## src/rtl/cabin_mode_arbiter.sv

```systemverilog
// Cabin lighting mode arbiter: synchronises and debounces crew/emergency inputs, then
// arbitrates them into a registered 2-bit mode. Define CABIN_DIM_TIMEOUT_EN for DIMMING auto-return.
module cabin_mode_arbiter #(
    parameter int DEB_CYCLES  = 4,
    parameter int DIM_TIMEOUT = 16
) (
    input  logic       clk,
    input  logic       reset,
    input  logic       btn_normal,
    input  logic       btn_dim,
    input  logic       btn_off,
    input  logic       emergency_req,
    input  logic       emergency_clr,
    output logic [1:0] mode_select,
    output logic       mode_change,
    output logic       emerg_active,
    output logic [7:0] change_count
);

    localparam int NIN     = 5;
    localparam int I_NORM  = 0;
    localparam int I_DIM   = 1;
    localparam int I_OFF   = 2;
    localparam int I_EMERG = 3;
    localparam int I_CLR   = 4;

    localparam int CNT_W = (DEB_CYCLES > 1) ? $clog2(DEB_CYCLES) : 1;
    localparam logic [CNT_W-1:0] DEB_LAST = CNT_W'(DEB_CYCLES - 1);
    localparam logic [CNT_W-1:0] CNT_ONE  = CNT_W'(1);

    typedef enum logic [1:0] {
        IDLE      = 2'b00,
        NORMAL    = 2'b01,
        DIMMING   = 2'b10,
        EMERGENCY = 2'b11
    } mode_t;

    mode_t            state;
    mode_t            state_nxt;
    logic [NIN-1:0]   raw;
    logic [NIN-1:0]   sync_p0;
    logic [NIN-1:0]   sync_p1;
    logic [NIN-1:0]   level_p2;
    logic [NIN-1:0]   level_q_p3;
    logic [NIN-1:0]   press;
    logic [CNT_W-1:0] deb_cnt [NIN];

    function automatic logic [7:0] sat_inc(input logic [7:0] v);
        return (v == 8'hFF) ? v : v + 8'd1;
    endfunction

    assign raw = {emergency_clr, emergency_req, btn_off, btn_dim, btn_normal};

    // Stage p0/p1: two-flop synchroniser
    always_ff @(posedge clk or posedge reset) begin
        if (reset) begin
            sync_p0 <= '0;
            sync_p1 <= '0;
        end else begin
            sync_p0 <= raw;
            sync_p1 <= sync_p0;
        end
    end

    // Stage p2/p3: debounce filter and one-cycle delayed level for edge detection
    always_ff @(posedge clk or posedge reset) begin
        if (reset) begin
            level_p2   <= '0;
            level_q_p3 <= '0;
            for (int i = 0; i < NIN; i++) deb_cnt[i] <= '0;
        end else begin
            level_q_p3 <= level_p2;
            for (int i = 0; i < NIN; i++) begin
                if (sync_p1[i] == level_p2[i]) begin
                    deb_cnt[i] <= '0;
                end else if (deb_cnt[i] == DEB_LAST) begin
                    level_p2[i] <= sync_p1[i];
                    deb_cnt[i]  <= '0;
                end else begin
                    deb_cnt[i] <= deb_cnt[i] + CNT_ONE;
                end
            end
        end
    end

    assign press = level_p2 & ~level_q_p3;

`ifdef CABIN_DIM_TIMEOUT_EN
    localparam int TO_W = (DIM_TIMEOUT > 1) ? $clog2(DIM_TIMEOUT) : 1;
    localparam logic [TO_W-1:0] DIM_LAST = TO_W'(DIM_TIMEOUT - 1);
    localparam logic [TO_W-1:0] DIM_ONE  = TO_W'(1);

    logic [TO_W-1:0] dim_cnt;
    logic            dim_expired;

    assign dim_expired = (dim_cnt == DIM_LAST);

    // Counter sits at zero outside DIMMING, so entry always starts a fresh interval
    always_ff @(posedge clk or posedge reset) begin
        if (reset) begin
            dim_cnt <= '0;
        end else if (state == DIMMING) begin
            dim_cnt <= dim_cnt + DIM_ONE;
        end else begin
            dim_cnt <= '0;
        end
    end
`endif

    always_comb begin
        state_nxt = state;
        if (state != EMERGENCY && press[I_EMERG]) begin
            state_nxt = EMERGENCY;
        end else begin
            case (state)
                IDLE: begin
                    if (press[I_NORM]) state_nxt = NORMAL;
                end
                NORMAL: begin
                    if (press[I_OFF])      state_nxt = IDLE;
                    else if (press[I_DIM]) state_nxt = DIMMING;
                end
                DIMMING: begin
                    if (press[I_OFF])       state_nxt = IDLE;
                    else if (press[I_NORM]) state_nxt = NORMAL;
`ifdef CABIN_DIM_TIMEOUT_EN
                    else if (dim_expired)   state_nxt = NORMAL;
`endif
                end
                EMERGENCY: begin
                    // Clear is honoured only once the debounced request has dropped
                    if (press[I_CLR] && !level_p2[I_EMERG]) state_nxt = IDLE;
                end
                default: state_nxt = IDLE;
            endcase
        end
    end

    // Stage out: mode register and registered status outputs
    always_ff @(posedge clk or posedge reset) begin
        if (reset) begin
            state        <= IDLE;
            mode_change  <= 1'b0;
            emerg_active <= 1'b0;
            change_count <= 8'd0;
        end else begin
            state        <= state_nxt;
            mode_change  <= (state_nxt != state);
            emerg_active <= (state_nxt == EMERGENCY);
            if (state_nxt != state) change_count <= sat_inc(change_count);
        end
    end

    assign mode_select = state;

endmodule
```

## config.mk

```make
export PLATFORM = sky130hd
export DESIGN_NAME = cabin_mode_arbiter
export DESIGN_NICKNAME = d
export VERILOG_FILES = /design/src/rtl/cabin_mode_arbiter.sv
export SDC_FILE = /design/constraint.sdc
export NUM_CORES = 1
export LEC_CHECK = 0
export CORE_ASPECT_RATIO = 0.6
export CORE_MARGIN = 2
export CORE_UTILIZATION = 38
export CTS_CLUSTER_DIAMETER = 60
export CTS_CLUSTER_SIZE = 40
export DETAILED_ROUTE_END_ITERATION = 12
export GPL_TIMING_DRIVEN = 0
export SETUP_SLACK_MARGIN = 0.3
export SLEW_MARGIN = 10
export SYNTH_ARGS = -nofsm -noshare
export SYNTH_HDL_FRONTEND = slang
export SYNTH_SLANG_ARGS = --single-unit
```

## constraint.sdc

```tcl
create_clock -name clk -period 2.1 [get_ports clk]
set_input_delay 0.21 -clock clk [delete_from_list [all_inputs] [get_ports clk]]
set_output_delay 0.21 -clock clk [all_outputs]
set_load 0.005 [all_outputs]
```

# Word-level counts from Yosys, hierarchy flattened
# Cells that the tools add are included.
[totals]
ff_bits = 42
latch_bits = 0
ramBits = 0
mem_bits_ro = 0
inputBits = 7
output_inout_bits = 12
elab_cells = 75
memories = 0
[op_classes]
add_sub_neg = 6
multipliers = 0
div_mod_pow = 0
magnitude_cmp = 0
n_eq_ne = 17
shifts = 0
mux = 17
bitwise_logic = 8
reduce_logical = 10
[op_table]
columns = ["op", "count"]
rows = [
  ["2-bit 2-to-1 mux", 16],
  ["2-bit == test, second input constant", 8],
  ["2-bit AND reduction", 6],
  ["2-bit by 1-bit adder with 2-bit output, second input constant", 5],
  ["8-bit by 1-bit adder with 8-bit output, second input constant", 1],
  ["8-bit == test, second input constant", 1],
  ["2-bit case mux with 4 select lines", 1],
  ["1-bit inverter", 6],
  ["5-bit bitwise AND", 1],
  ["1-bit == test", 5],
  ["5-bit inverter", 1],
  ["2-bit by 1-bit == test with 1-bit output, second input constant", 1],
  ["1-bit logical AND", 2],
  ["2-bit zero test", 1],
  ["2-bit != test", 1],
  ["2-bit != test, second input constant", 1],
  ["1-bit zero test", 1],
]

# Longest topological paths before layout
[logic_depth]
ltp_word = 8
mapped_depth = 7
mapped_depth_nobuf = 6

# Least setup slack after synthesis
# No wires, ideal clock.
[synth_timing]
kind = "register to register"
start = "register state[1], in the netlist mode_select[1]"
end = "register change_count[5]"
setup_time_ns = 0.128
arrival_time_ns = 1.684
required_ns = 1.972
setup_slack_ns = 0.288
path_stages_with_launch = 6
path_buffers = 1
period_less_slack_ns = 1.812
cell_sequence = "dfrtp_1 -> buf_6 -> or3_1 -> and3_4 -> o31ai_1 -> mux2_1"
[synth_between]
elab_chain_len = 6
word_cells_on_any_way = 15
classes_between = "eq/ne (5); mux (7); reduce/logical (3)"
[synth_rtl]
columns = ["element", "line_no", "source"]
rows = [
  ["from (decl)", "38", "mode_t state;"],
  ["from (signal assigned)", "147", "state <= state_nxt;"],
  ["2-bit 2-to-1 mux, on equally long branches", "117, 125, 121", ""],
  ["2-bit 2-to-1 mux, on equally long branches", "124, 120", ""],
  ["2-bit case mux with 4 select lines", "115", "case (state)"],
  ["2-bit 2-to-1 mux", "112", "if (state != EMERGENCY && press[I_EMERG]) begin"],
  ["2-bit != test (*)", "150", "if (state_nxt != state) change_count <= sat_inc(change_count);"],
  ["2-bit AND reduction (no source line) (*)", "-", ""],
  ["to (signal assigned)", "150", ""],
  ["to (decl)", "17", "output logic [7:0] change_count"],
]
# Every way passes the cells marked *; elsewhere a longest branch is shown, timed or not.
# A chain may end at the register's enable or synchronous reset.

# Worst setup path in the final report
# Ends and elaborated chain as after synthesis.

==> reports/qor.csv <==
stage;metric;value;unit
outcome;status;completed;
synth;complex-gate fraction of the synthesized area;9.40;%
layout;Final nets;199;
routing;DRC violations left;0;
layout;most common cell after layout, fill and taps aside;dfrtp_1;
sta;RSZ-0062 raised after global routing;true;
sta;fin crit period;1.81;ns
power;Pwr Density;1640;mW/mm^2
sta;Final Hold Fails;0;
layout;# diodes;0;
layout;Fill cells;387;
die;Placeable Area;0.00454;mm^2
synth;Post-Syn Area;0.00178;mm^2
critical_path;Worst Setup Start Kind;register;
place;HPWL after DPL;2.17;mm
clock_network;Hold Buf Count CTS;0;
layout;area added between synthesis and finish;35.2;%
sta;max frequency;0.552;GHz
critical_path;crit path capture type;register;
synth;Netlist cell types;39;
place;Final Wtd Congestion;0.755;
die;die area;0.00527;mm^2
critical_path;crit path buf inv count;1;
critical_path;worst endpoint required time;2.29;ns
routing;Antenna Nets Post-Route;0;
layout;fin cells;250;
synth;Synthesis Warnings;0;
routing;initial DRC count;40;
place;Setup WS pre-CTS;0.132;ns
critical_path;CP Data Arrival Time;2.00;ns
routing;via count;1254;
die;io pins;19;
sta;Final setup violation count;0;
sta;worst setup margin;0.289;ns
synth;mux contribution to synthesized area;5.05;%
critical_path;Cell Chain, Critical Path;buf_6 -> or3_4 -> and3_4 -> o31ai_4 -> mux2_4;
clock_network;CTS clk-pin slew, worst paths;0.08;ns
power;leak pwr;1.03;nW
synth;FFs w/ async S/R, synth;100;%
sta;Worst slew margin;78.9;%
die;row count;19;
synth;ys flop type;dfrtp_1;
clock_network;Root Buffer;clkbuf_8;
routing;final WL;3.51;mm
global_route;initial antenna violation count;0;
layout;finished layout cell area;0.00241;mm^2
global_route;GRT Util Overall;14.5;%
synth;Yosys reg bits;42;
power;Tot Pwr;3.94;mW
clock_network;clock sink count;42;
global_route;first-pass GRT wire length;5.88;mm
critical_path;CP max stage delay;0.42;ns
global_route;largest net degree at the start of global routing;41;
synth;number of flops mapped to enable cells by yosys;0;
synth;Post-Synth XOR/XNOR Area;2.46;%
synth;simple-gate share of the synthesized area;17.2;%
clock_network;CTS tree;built;
sta;fin. max-slew vios;0;
synth;top cell type's share of synthesized area;58.9;%
routing;routed vias/inst;5.02;
synth;Mapped Nets;158;
sta;Setup TNS;0;ns
place;Post-Place Cells;227;
critical_path;critical path's top delay family;simple AND/OR/NAND/NOR gates;
die;die width;92.4;um
die;Die Height;57.1;um
critical_path;Setup CP Type;register to register;
run;# Max-Cap Violations;0;
synth;largest family of logic cells by synthesized area;simple AND/OR/NAND/NOR gates;
routing;Routed WL per cell;14.0;um
sta;skew final;0.00646;ns
global_route;vias in the first global route;1274;
place;# port buffers;18;
routing;drt pass-1 iters;4;
sta;final period utilization;86.2;%
synth;sequential area share after synthesis;58.9;%
clock_network;clk_lat worst skew;0.29;ns
global_route;total grt overflow;0;
power;VDD IR-drop max;0.761;mV
critical_path;CP max FO;5;
clock_network;Clock Tree Buf Depth;2;
critical_path;CP max-delay cell;dfrtp_1;
sta;actual slew at the worst max-slew pin;0.315;ns
synth;top post-synthesis cells by area;dfrtp_1 59%, ha_1 4.2%, mux2_2 3.2%, nor2b_1 2.8%, xnor2_1 2.5%;
clock_network;H-tree depth;2;
layout;share of layout cells above drive strength 1;30.5;%
synth;Yosys top cell by area;dfrtp_1;
clock_network;number of buffers created by CTS;5;
die;Starting Density;39.3;%
layout;most frequent cells in the layout;40 x dfrtp_1, 18 x clkdlybuf4s50_1, 11 x buf_4;
synth;synthesized area per cell;12.3;um^2
place;placed cell area;0.00207;mm^2
synth;Syn Inst Count;145;
worst_hold_path;worst min path class;input port to asynchronous set/reset pin;
synth;adder-cell share of the synthesized area;4.21;%
[where the power goes]
part	switching (mW)	total [mW]	leakage [nW]	internal, mW
combinational	0.932	2.04	0.479	1.11
clock	0.271	0.536	0.0482	0.265
sequential	0.247	1.36	0.503	1.11
[Yosys cell counts (2+ instances only)]
| master | count |
|---|---|
| a31oi_1 | 2 |
| mux2_1 | 3 |
| nor4_1 | 2 |
| or3_1 | 2 |
| mux2_2 | 5 |
| nor2b_1 | 8 |
| o311ai_1 | 2 |
| nor3_1 | 5 |
| o21a_1 | 2 |
| dfrtp_1 | 42 |
| a21oi_1 | 5 |
| nand4_1 | 4 |
| xnor2_1 | 5 |
| inv_1 | 4 |
| buf_6 | 2 |
| nor2_1 | 7 |
| nand2b_1 | 4 |
| nand2_1 | 10 |
| nand3_1 | 6 |
| ha_1 | 6 |
[kinds of logic after synthesis]
| kind of cell | count (synthesis) |
|---|---|
| AND/OR/NAND/NOR | 54 |
| flip-flops | 42 |
| AO/OA/AOI/OAI | 22 |
| buffers and inverters | 8 |
| multiplexers | 8 |
| adder cells (fa/ha/maj) | 6 |
| XOR/XNOR | 5 |
[worst paths after layout]
kind / endpoint / slack [ns] / cells past startpoint / startpoint
min in group clk: sync_p0[2] / 0.35 / 1 / btn_off
max: change_count[5] / 0.29 / 5 / mode_select[1]
max in group asynchronous: change_count[0] / 1.61 / 3 / reset
min reg2reg: sync_p1[0] / 0.35 / 0 / sync_p0[0]
max reg2reg: change_count[5] / 0.29 / 5 / mode_select[1]
min: deb_cnt[1] / 0.09 / 2 / reset
[worst register-to-register path: stages (launching register included)]
cell and delay, ns:
dfrtp_1 0.42, buf_6 0.14, or3_4 0.39, and3_4 0.18
o31ai_4 0.25, mux2_4 0.32
[through the flow]
step	hold slack, ns	utilization [%]
after floorplan	0.241	-
after global placement	0.335	45.1
after detailed placement	0.336	45.5
after CTS	0.0814	51.2
after global routing	0.0924	53.1
final	0.0910	53.1
[routing by layer]
metal / up-vias / wire length (um) / part of all wire, % / GRT usage, %
li1: 599 / - / - / -
met1: 626 / 1610 / 46 / 18.0
met2: 20 / 1710 / 49 / 23.4
met3: 9 / 127 / 3.6 / 4.49
met4: 0 / 70 / 2.0 / 7.04
met5: - / 0 / 0 / 0
[area by class of cell]
cell class                      instances  area [um^2]  share of cell area (%)
Buffer                                  3         37.5                    1.56
Clock buffer                            7         86.3                    3.58
Clock inverter                          1         5.00                   0.208
Inverter                                5         18.8                   0.779
Multi-Input combinational cell         95          808                    33.5
Sequential cell                        42         1050                    43.7
Tap cell                               63         78.8                    3.27
Timing Repair Buffer                   34          322                    13.3
[state kept, by name, indices dropped and copies added (netlist names)]
signal        flops
deb_cnt          10
change_count      8
level_p2          5
level_q_p3        5
sync_p0           5
sync_p1           5
mode_select       2
emerg_active      1
mode_change       1
[what timing repair did]
| action | CTS | global route |
|---|---|---|
| pin swaps | 3 | 11 |
| endpoints found under the setup margin | 3 | 8 |
| cloned | 0 | 1 |
| resized for setup | 15 | 13 |
| setup buffers | 10 | 4 |
(Power assumes the default switching activity.)
